File: config.mk
export PLATFORM = sky130hd
export DESIGN_NAME = g2b_stream_flat
export DESIGN_NICKNAME = d
export VERILOG_FILES = /design/src/rtl/g2b_pkg.sv /design/src/rtl/g2b_stream_if.sv /design/src/rtl/g2b_jump_check.sv /design/src/rtl/g2b_stream.sv /design/src/flat_wrapper.sv
export SDC_FILE = /design/constraint.sdc
export NUM_CORES = 1
export LEC_CHECK = 0
export ABC_CLOCK_PERIOD_IN_PS = 1100
export CAP_MARGIN = 20
export CORE_AREA = 5 5 42 44
export CTS_CLUSTER_DIAMETER = 200
export DETAILED_ROUTE_END_ITERATION = 10
export DIE_AREA = 0 0 47 49
export GPL_ROUTABILITY_DRIVEN = 0
export PLACE_DENSITY = 0.66
export SKIP_CTS_REPAIR_TIMING = 1
export SLEW_MARGIN = 40
export SYNTH_ARGS = -nofsm -noshare
export SYNTH_HDL_FRONTEND = slang
export SYNTH_SLANG_ARGS = --single-unit
File: constraint.sdc
create_clock -name clk -period 1.1 [get_ports clk]
set_input_delay 0.275 -clock clk [delete_from_list [all_inputs] [get_ports clk]]
set_output_delay 0.275 -clock clk [all_outputs]
set_load 0.05 [all_outputs]
File: src/rtl/g2b_pkg.sv
// g2b_pkg: shared defaults and the Gray-to-binary decode function for g2b_stream.
package g2b_pkg;
    localparam int DEF_WIDTH = 4;
    localparam int DEF_ERR_W = 8;
    // Zero upper bits decode to zero, so one 32-bit routine serves every WIDTH.
    function automatic logic [31:0] gray_to_bin(input logic [31:0] g);
        logic [31:0] b;
        b = g;
        for (int i = 30; i >= 0; i--) b[i] = b[i+1] ^ g[i];
        return b;
    endfunction
endpackage

File: src/rtl/g2b_stream_if.sv
// g2b_stream_if: Gray input / binary output stream with jump-error status.
interface g2b_stream_if import g2b_pkg::*; #(
    parameter int WIDTH = DEF_WIDTH,
    parameter int ERR_W = DEF_ERR_W
);
    logic [WIDTH-1:0] grey_input;
    logic             grey_valid;
    logic             grey_ready;
    logic [WIDTH-1:0] binary_output;
    logic             binary_valid;
    logic             binary_ready;
    logic             jump_error;
    logic [ERR_W-1:0] error_count;
    modport slave (
        input  grey_input, grey_valid, binary_ready,
        output grey_ready, binary_output, binary_valid, jump_error, error_count
    );
    modport master (
        output grey_input, grey_valid, binary_ready,
        input  grey_ready, binary_output, binary_valid, jump_error, error_count
    );
endinterface

File: src/rtl/g2b_jump_check.sv
// g2b_jump_check: flags accepted Gray words that differ from the previous one in 2+ bits.
module g2b_jump_check import g2b_pkg::*; #(
    parameter int WIDTH = DEF_WIDTH,
    parameter int ERR_W = DEF_ERR_W
) (
    input  logic             clk,
    input  logic             rst,
    input  logic             accept,
    input  logic [WIDTH-1:0] word,
    output logic             err,
    output logic [ERR_W-1:0] count
);
    logic [WIDTH-1:0] prev;
    logic             first;
    assign err = accept && !first && ($countones(word ^ prev) > 1);
    always_ff @(posedge clk) begin
        if (rst) begin
            prev  <= '0;
            first <= 1'b1;
            count <= '0;
        end else if (accept) begin
            prev  <= word;
            first <= 1'b0;
            if (err && count != '1) count <= count + 1'b1;
        end
    end
endmodule

File: src/rtl/g2b_stream.sv
// g2b_stream: single-register Gray-to-binary stream decoder.
// Define G2B_JUMP_CHECK_EN to enable illegal-step detection and error counting.
module g2b_stream import g2b_pkg::*; #(
    parameter int WIDTH = DEF_WIDTH,
    parameter int ERR_W = DEF_ERR_W
) (
    input logic          clk,
    input logic          rst,
    g2b_stream_if.slave  bus
);
    logic             accept;
    logic             err;
    logic [WIDTH-1:0] decoded;
    assign bus.grey_ready = !bus.binary_valid || bus.binary_ready;
    assign accept         = bus.grey_valid && bus.grey_ready && !rst;
    assign decoded        = WIDTH'(gray_to_bin(32'(bus.grey_input)));
`ifdef G2B_JUMP_CHECK_EN
    g2b_jump_check #(.WIDTH(WIDTH), .ERR_W(ERR_W)) u_jump (
        .clk    (clk),
        .rst    (rst),
        .accept (accept),
        .word   (bus.grey_input),
        .err    (err),
        .count  (bus.error_count)
    );
`else
    assign err             = 1'b0;
    assign bus.error_count = {ERR_W{1'b0}};
`endif
    always_ff @(posedge clk) begin
        if (rst) begin
            bus.binary_valid  <= 1'b0;
            bus.binary_output <= '0;
            bus.jump_error    <= 1'b0;
        end else if (accept) begin
            bus.binary_valid  <= 1'b1;
            bus.binary_output <= decoded;
            bus.jump_error    <= err;
        end else if (bus.binary_ready) begin
            bus.binary_valid  <= 1'b0;
            bus.jump_error    <= 1'b0;
        end
    end
endmodule

File: src/flat_wrapper.sv
// flat-port wrapper written by rule: the top's interface ports become plain ports
module g2b_stream_flat import g2b_pkg::*;
#(
    parameter int WIDTH = DEF_WIDTH,
    parameter int ERR_W = DEF_ERR_W
)
  (clk, rst, bus_grey_input, bus_grey_valid, bus_binary_ready, bus_grey_ready, bus_binary_output, bus_binary_valid, bus_jump_error, bus_error_count);
  g2b_stream_if #(.WIDTH(WIDTH), .ERR_W(ERR_W)) bus_i ();
  input logic clk;
  input logic rst;
  input wire logic [$bits(bus_i.grey_input)-1:0] bus_grey_input;
  input wire logic [$bits(bus_i.grey_valid)-1:0] bus_grey_valid;
  input wire logic [$bits(bus_i.binary_ready)-1:0] bus_binary_ready;
  output wire logic [$bits(bus_i.grey_ready)-1:0] bus_grey_ready;
  output wire logic [$bits(bus_i.binary_output)-1:0] bus_binary_output;
  output wire logic [$bits(bus_i.binary_valid)-1:0] bus_binary_valid;
  output wire logic [$bits(bus_i.jump_error)-1:0] bus_jump_error;
  output wire logic [$bits(bus_i.error_count)-1:0] bus_error_count;
  assign bus_i.grey_input = bus_grey_input;
  assign bus_i.grey_valid = bus_grey_valid;
  assign bus_i.binary_ready = bus_binary_ready;
  assign bus_grey_ready = bus_i.grey_ready;
  assign bus_binary_output = bus_i.binary_output;
  assign bus_binary_valid = bus_i.binary_valid;
  assign bus_jump_error = bus_i.jump_error;
  assign bus_error_count = bus_i.error_count;
  g2b_stream #(.WIDTH(WIDTH), .ERR_W(ERR_W)) u_core (.clk(clk), .rst(rst), .bus(bus_i));
endmodule
# ---- After elaboration in Yosys (flattened, before gate mapping)
# Cells that the tools add are included.
dict set report classes {
  n_addsub 0
  n_mul 0
  div_mod_pow 0
  n_lt_le_gt_ge 0
  eq_ne 0
  shifts 0
  muxes 2
  n_bitwise 3
  n_reduce_logical 6
}
# op count
set ops {}
lappend ops {{$xor 1x1->1} 3}
lappend ops {{$logic_and 1x1->1} 2}
lappend ops {{$logic_not 1->1} 2}
lappend ops {{$mux 1} 2}
lappend ops {{$reduce_bool 2->1} 1}
lappend ops {{$logic_or 1x1->1} 1}
dict set report totals {
  reg_bits 5
  latch_bits 0
  ram_bits 0
  rom_bits 0
  n_memories 0
}

# ---- Depth between registers and ports, before layout
# Gate-level depths: netlist of the first run.
dict set report depth {
  ltp_word 5
  mapped_depth 4
  ltp_nobuf 4
}

# ---- Worst setup path after synthesis of the first run
# No wires, ideal clock.
dict set report synth_path {
  path_type {register to register}
  from {reg u_core.bus.binary_valid}
  to {reg u_core.bus.binary_output[0]}
  setup_ps 143
  arrival_time_ps 1634
  required_time_ps 957
  slack_ps -677
  stages_incl_launch_ff 5
  n_path_buf 0
  period_less_slack_ps 1777
  path_cell_list {dfxtp_1 > nor2b_1 > clkinv_1 > a21oi_1 > a311oi_1}
}
dict set report synth_via {
  elab_chain_len 4
}
# item line_no
set synth_lines {}
lappend synth_lines {{from (decl)} g2b_stream_if.sv:16} ;# output grey_ready, binary_output, binary_valid, jump_error, error_count
lappend synth_lines {{from (signal assigned)} g2b_stream.sv:32} ;# bus.binary_valid <= 1'b0;
lappend synth_lines {{from (signal assigned)} g2b_stream.sv:36} ;# bus.binary_valid <= 1'b1;
lappend synth_lines {{from (signal assigned)} g2b_stream.sv:40} ;# bus.binary_valid <= 1'b0;
lappend synth_lines {{$logic_not 1->1} g2b_stream.sv:14} ;# assign bus.grey_ready = !bus.binary_valid || bus.binary_ready;
lappend synth_lines {{$logic_or 1x1->1} g2b_stream.sv:14}
lappend synth_lines {{named net bus_grey_ready} flat_wrapper.sv:14} ;# output wire logic [$bits(bus_i.grey_ready)-1:0] bus_grey_ready;
lappend synth_lines {{$logic_and 1x1->1 (2 in a row)} g2b_stream.sv:15} ;# assign accept = bus.grey_valid && bus.grey_ready && !rst;
lappend synth_lines {{to (signal assigned)} g2b_stream.sv:37} ;# bus.binary_output <= decoded;
lappend synth_lines {{to (decl)} g2b_stream_if.sv:16}
# The timed path passes the listed nets, and every way through them passes these cells.
# A chain may end at the register's enable or synchronous reset.

# ---- Worst setup path after layout of the first run
dict set report layout_path {
  from {reg u_core.bus.binary_valid}
  to {out bus_grey_ready}
}
dict set report layout_via {
  elab_chain_len 2
}
# item line_no
set layout_lines {}
lappend layout_lines {{$logic_not 1->1} g2b_stream.sv:14}
lappend layout_lines {{$logic_or 1x1->1} g2b_stream.sv:14}
lappend layout_lines {{to (decl)} flat_wrapper.sv:14}
# Every way passes these cells.

==> reports/metrics.cfg, run 1 <==
[cells_and_area]
fillers = 141
drive_gt1_share_pct = 50.8
fin_util_pct = 45.3
antenna_cells = 0
syn_to_final_growth_pct = 119
fin_nets = 68

[clock_tree]
clk_latency_ns = 0.24
cts_buffers = 3
clk_pin_slew_ns = 0.04
cts_tree = built
htreeDepth = 1
cts_buffer_depth = 2
clock_sinks = 5
root_buffer = clkbuf_4

[global_routing]
grt_pass1_wl_um = 1010
grt_start_max_net_pins = 8
antenna_found_initial = 0
grt_remaining_overflow = 0
track_usage_pct = 6.84
grt_pass1_vias = 252

[synthesis]
ys_seq_area_share_pct = 34.5
synth_warnings = 0
ys_ff_latch = 5
post-synth-top-area-cell = dfxtp_1
synth_area_leaders = dfxtp_1 (34%), buf_4 (23%), a21oi_1 (8.6%), xor3_2 (8.6%), a311oi_1 (6.0%)
syn_area_um2 = 290
synth.avg_cell_area_um2 = 9.07
postSynthCellCount = 32
yosys.cell_types.count = 12
synth.top_cell.area_share_pct = 34.5

[setup_path]
cp-start-kind = register
path_class = register to output port
worstSetupEndpointType = output port
required_ns = 0.82
worst-path-max-fanout = 4
arrival_ns = 1.00

[sta]
hold_violations = 0
setup_viol = 6
rsz0062_at_grt = true
finClkSkew_ns = 0.00106
min_period_over_period_pct = 116
fmax_mhz = 784
fin_ws_ns = -0.175
tns_ns = -0.536
drv_slew = 0
period_needed_ns = 1.28

[power]
power_density_nw_per_um2 = 1190
power_switching_mw = 0.272
peakVddDrop_mv = 0.486
intPower_mw = 0.481
switching_share_pct = 36.2
p_comb_share_pct = 43.4
seq_power_share_pct = 28.1
p_leak_nw = 0.314
power_frac_clock_pct = 28.4
power_mw = 0.753

[floorplan]
die_h_um = 49
core_um2 = 1400
fp-row-count = 14
initial_utilization_pct = 20.7
die_w_um = 47
ios = 23
die_area_um2 = 2300

[drt]
drc_errors = 0
vias = 304
first_pass_iters = 2
wl_per_cell_um = 10.9
via_per_inst = 4.05
drt_iter0_markers = 1
antenna_left = 0
wl_um = 820

[run_status]
status = finished with violations
violations = setup timing

[job]
cap_violations = 0

[min_path]
hp-class = input port to register

[placed_design]
io_buffers = 13
place_ws_ns = -0.543

-- critical path, cell delays in order, from the launching register on --
cell and delay [ns]:
dfxtp_4 0.35, nor2b_4 0.17, clkinv_4 0.08, buf_12 0.15
-- final cells by class --
cell class / instances / area (um2) / area share [%]
Tap cell: 16 / 20.0 / 3.16
Sequential cell: 5 / 104 / 16.4
Timing Repair Buffer: 24 / 290 / 45.8
Inverter: 2 / 12.5 / 1.97
Multi-Input combinational cell: 24 / 181 / 28.6
Clock buffer: 4 / 26.3 / 4.14
-- layer usage --
layer	part of all wire, %	global-route usage (%)	up-vias
met4	6.2	12.4	0
met1	34	6.40	137
met2	52	8.60	16
li1	-	-	147
met5	0	0	-
met3	7.4	1.11	4
-- metrics by stage --
stage,hold WS [ns],instance area [um2],std cells
2_1_floorplan,0.334,344,40
3_3_place_gp,0.509,524,65
3_5_place_dp,0.512,524,65
4_1_cts,0.518,551,69
5_1_grt,0.435,634,75
6_report,0.410,634,75
-- power groups by stage --
stage / Combinational, mW / Clock [mW] / Sequential [mW]
detailed placement: 0.293 / 0 / 0.215
finish: 0.327 / 0.214 / 0.212
global placement: 0.291 / 0 / 0.215
floorplan: 0.148 / 0 / 0.258
global route: 0.341 / 0.245 / 0.214
CTS: 0.293 / 0.225 / 0.212
-- synth_stat cells, drive strengths merged --
cell type / count
buf: 9
a21oi: 5
dfxtp: 5
a311oi: 2
nand3: 2
o21ai: 2
xnor2: 2
clkinv: 1
conb: 1
inv: 1
nor2b: 1
xor3: 1
-- state kept, by name, summed over array words and instances (netlist names) --
name                      cells
u_core.bus.binary_valid       1
u_core.bus.binary_output      4
-- placed cells by master (no fill, tap or decap), types with 3 or more instances in the layout --
master           instances
buf_4                    9
dfxtp_1                  4
conb_1                   9
dlymetal6s2s_1           4
clkdlybuf4s50_1          3
clkbuf_4                 3
buf_12                   6
a21oi_2                  3
-- path summary, 6_finish.rpt --
path / start / end / slack (ns) / cells after the start
max reg2reg: u_core.bus.binary_valid / u_core.bus.binary_output[3] / -0.10 / 7
min reg2reg: u_core.bus.binary_output[1] / u_core.bus.binary_output[1] / 0.52 / 2
max: u_core.bus.binary_valid / bus_grey_ready / -0.18 / 3
min: bus_binary_ready / u_core.bus.binary_output[2] / 0.41 / 4
-- logic make-up (layout without fill, tap and decap cells) --
logic type      after synthesis  after routing  synth area share (%)
flops                         5              5                  34.5
buf+inv                      11             30                  25.9
xor+xnor                      3              3                  14.7
compound gates                9              9                  18.1
other cells                   1              9                  1.29
simple gates                  3              3                  5.60
(Power assumes the default switching activity.)
==> inputs of run 2 (changes only) <==
Settings changed: ABC_CLOCK_PERIOD_IN_PS 1100 to 1650, CTS_CLUSTER_DIAMETER 200 to not set, CTS_CLUSTER_SIZE set to 12, PLACE_DENSITY 0.66 to 0.64.
Clock period 1.1 ns to 1.65 ns, I/O delays scaled along.
==> run 2 against run 1 <==
Against the previous run: the flow now finishes without violations; via count shrank 17%; utilization shrank 10 points; clock skew grew 0.0011 ns; first-iteration DRC count is the same; die area is the same; critical path depth grew 1; flip-flop and latch count is the same; power shrank 40%; sequential power shrank 35%.
==> reports/metrics.cfg, run 2 (synthesis results as in run 1) <==
[run_status]
status = complete, no violations

[sta]
min_period_over_period_pct = 95.5
finClkSkew_ns = 0.00218  ; +0.00112 ns
setup_viol = 0  ; -6
rsz0062_at_grt = false
period_needed_ns = 1.58
fmax_mhz = 634
hold_violations = 0  ; unchanged
timing.hold.ws_ns = 0.492  ; +0.0825 ns
drv_slew = 0  ; unchanged
fin_ws_ns = 0.0739  ; +0.249 ns

[setup_path]
arrival_ns = 1.72  ; +0.72 ns
required_ns = 1.79  ; +0.97 ns
slowest_stage = clkdlybuf4s50_1
worstSetupEndpointType = register
cp-start-kind = input port
path_class = input port to register
cp_cell_sequence = clkdlybuf4s50_1 > xor3_2 > xnor2_1 > a311oi_1
worst-path-max-fanout = 2  ; -2
max_stage_delay_ns = 0.48  ; +0.13 ns

[clock_tree]
cts_buffers = 3  ; unchanged
clk_latency_ns = 0.23  ; about the same
clk_pin_slew_ns = 0.04  ; about the same
root_buffer = clkbuf_4
clock_sinks = 5  ; unchanged
cts_tree = built
cts_buffer_depth = 2  ; unchanged
htreeDepth = 1  ; unchanged

[floorplan]
initial_utilization_pct = 20.7  ; unchanged
fp-row-count = 14  ; unchanged
die_h_um = 49  ; unchanged
die_area_um2 = 2300  ; unchanged
core_um2 = 1400  ; unchanged
die_w_um = 47  ; unchanged
ios = 23  ; unchanged

[cells_and_area]
reg_top3 = u_core.bus.binary_output: 4 flops, u_core.bus.binary_valid: 1 flops
fin_util_pct = 35.0  ; -10 points
largest_reg_flops = 4  ; unchanged
antenna_cells = 0  ; unchanged
fin_area_um2 = 490  ; -23%
final_common_cell = conb_1
syn_to_final_growth_pct = 69.0
fin_nets = 62  ; -8.8%
regMostFlops = u_core.bus.binary_output
mostFrequentLayoutCells = conb_1 (9), buf_4 (8), clkdlybuf4s50_1 (6)
drive_gt1_share_pct = 32.1  ; -19 points

[job]
cap_violations = 0  ; unchanged

[placed_design]
place_area_um2 = 444  ; -15%
io_buffers = 13  ; unchanged
place_ws_ns = -0.183  ; +0.360 ns

[drt]
wl_per_cell_um = 8.94  ; -18%
drt_iter0_markers = 1  ; unchanged
antenna_left = 0  ; unchanged
wl_um = 617  ; -25%
drc_errors = 0  ; unchanged
vias = 253  ; -17%
first_pass_iters = 2  ; unchanged
via_per_inst = 3.67  ; -9.5%

[power]
power_mw = 0.449  ; -40%
p_leak_nw = 0.231  ; -27%
peakVddDrop_mv = 0.282  ; -42%
power_density_nw_per_um2 = 916  ; -23%

[global_routing]
grt_start_max_net_pins = 8  ; unchanged
grt_pass1_wl_um = 883  ; -12%
grt_pass1_vias = 232  ; -7.9%
grt_remaining_overflow = 0  ; unchanged
track_usage_pct = 5.51  ; -1.3 points
antenna_found_initial = 0  ; unchanged

[min_path]
hp-class = register to register

[run 2: cell types whose count changed in the layout (fill, tap and decap cells not counted), moves of 2 or more]
cell / delta
nand3_1: +2
buf_6: -2
buf_12: -4
dlymetal6s2s_1: -3
a21oi_2: -3
nand3_2: -2
a21oi_1: +3
clkdlybuf4s50_1: +3
[run 2: power breakdown]
group	switching (mW)	total, mW	internal (mW)
clock	0.0446	0.136	0.0911
sequential	0.00692	0.138	0.131
combinational	0.109	0.176	0.0664
total	0.161	0.449	0.289
[run 2: through the flow]
stage,setup TNS [ns],cells
after global placement,-0.173,64
final,0,69
after detailed placement,-0.223,64
after global routing,0,69
after floorplan,0,40
after CTS,-0.0528,68
[run 2: critical path: cells and delay by family]
kind / cells / cell delay [ns]
compound gates: 1 / 0.25
xor+xnor: 2 / 0.58
buf+inv: 1 / 0.48
[run 2: path summary, 6_finish.rpt]
path / start / endpoint / slack, ns / cells past startpoint
worst min register to register: u_core.bus.binary_output[3] / u_core.bus.binary_output[3] / 0.49 / 2
worst min-delay path: u_core.bus.binary_output[3] / u_core.bus.binary_output[3] / 0.49 / 2
worst max register to register: u_core.bus.binary_valid / u_core.bus.binary_output[2] / 0.57 / 4
worst max-delay path: bus_grey_input[3] / u_core.bus.binary_output[0] / 0.07 / 4
[run 2: routing by layer]
metal	GRT usage, %	wire length (um)	up-vias
met2	7.24	319	11
met3	3.69	91	0
met1	5.99	206	109
met5	0	0	-
li1	-	-	133
met4	4.15	0	0
[run 2: layout make-up]
| cell class | instances | area, um2 |
|---|---|---|
| Inverter | 2 | 8.76 |
| Sequential cell | 5 | 100 |
| Timing Repair Buffer | 18 | 188 |
| Fill cell | 162 | 911 |
| Clock buffer | 4 | 26.3 |
| Multi-Input combinational cell | 24 | 148 |
| Tap cell | 16 | 20.0 |
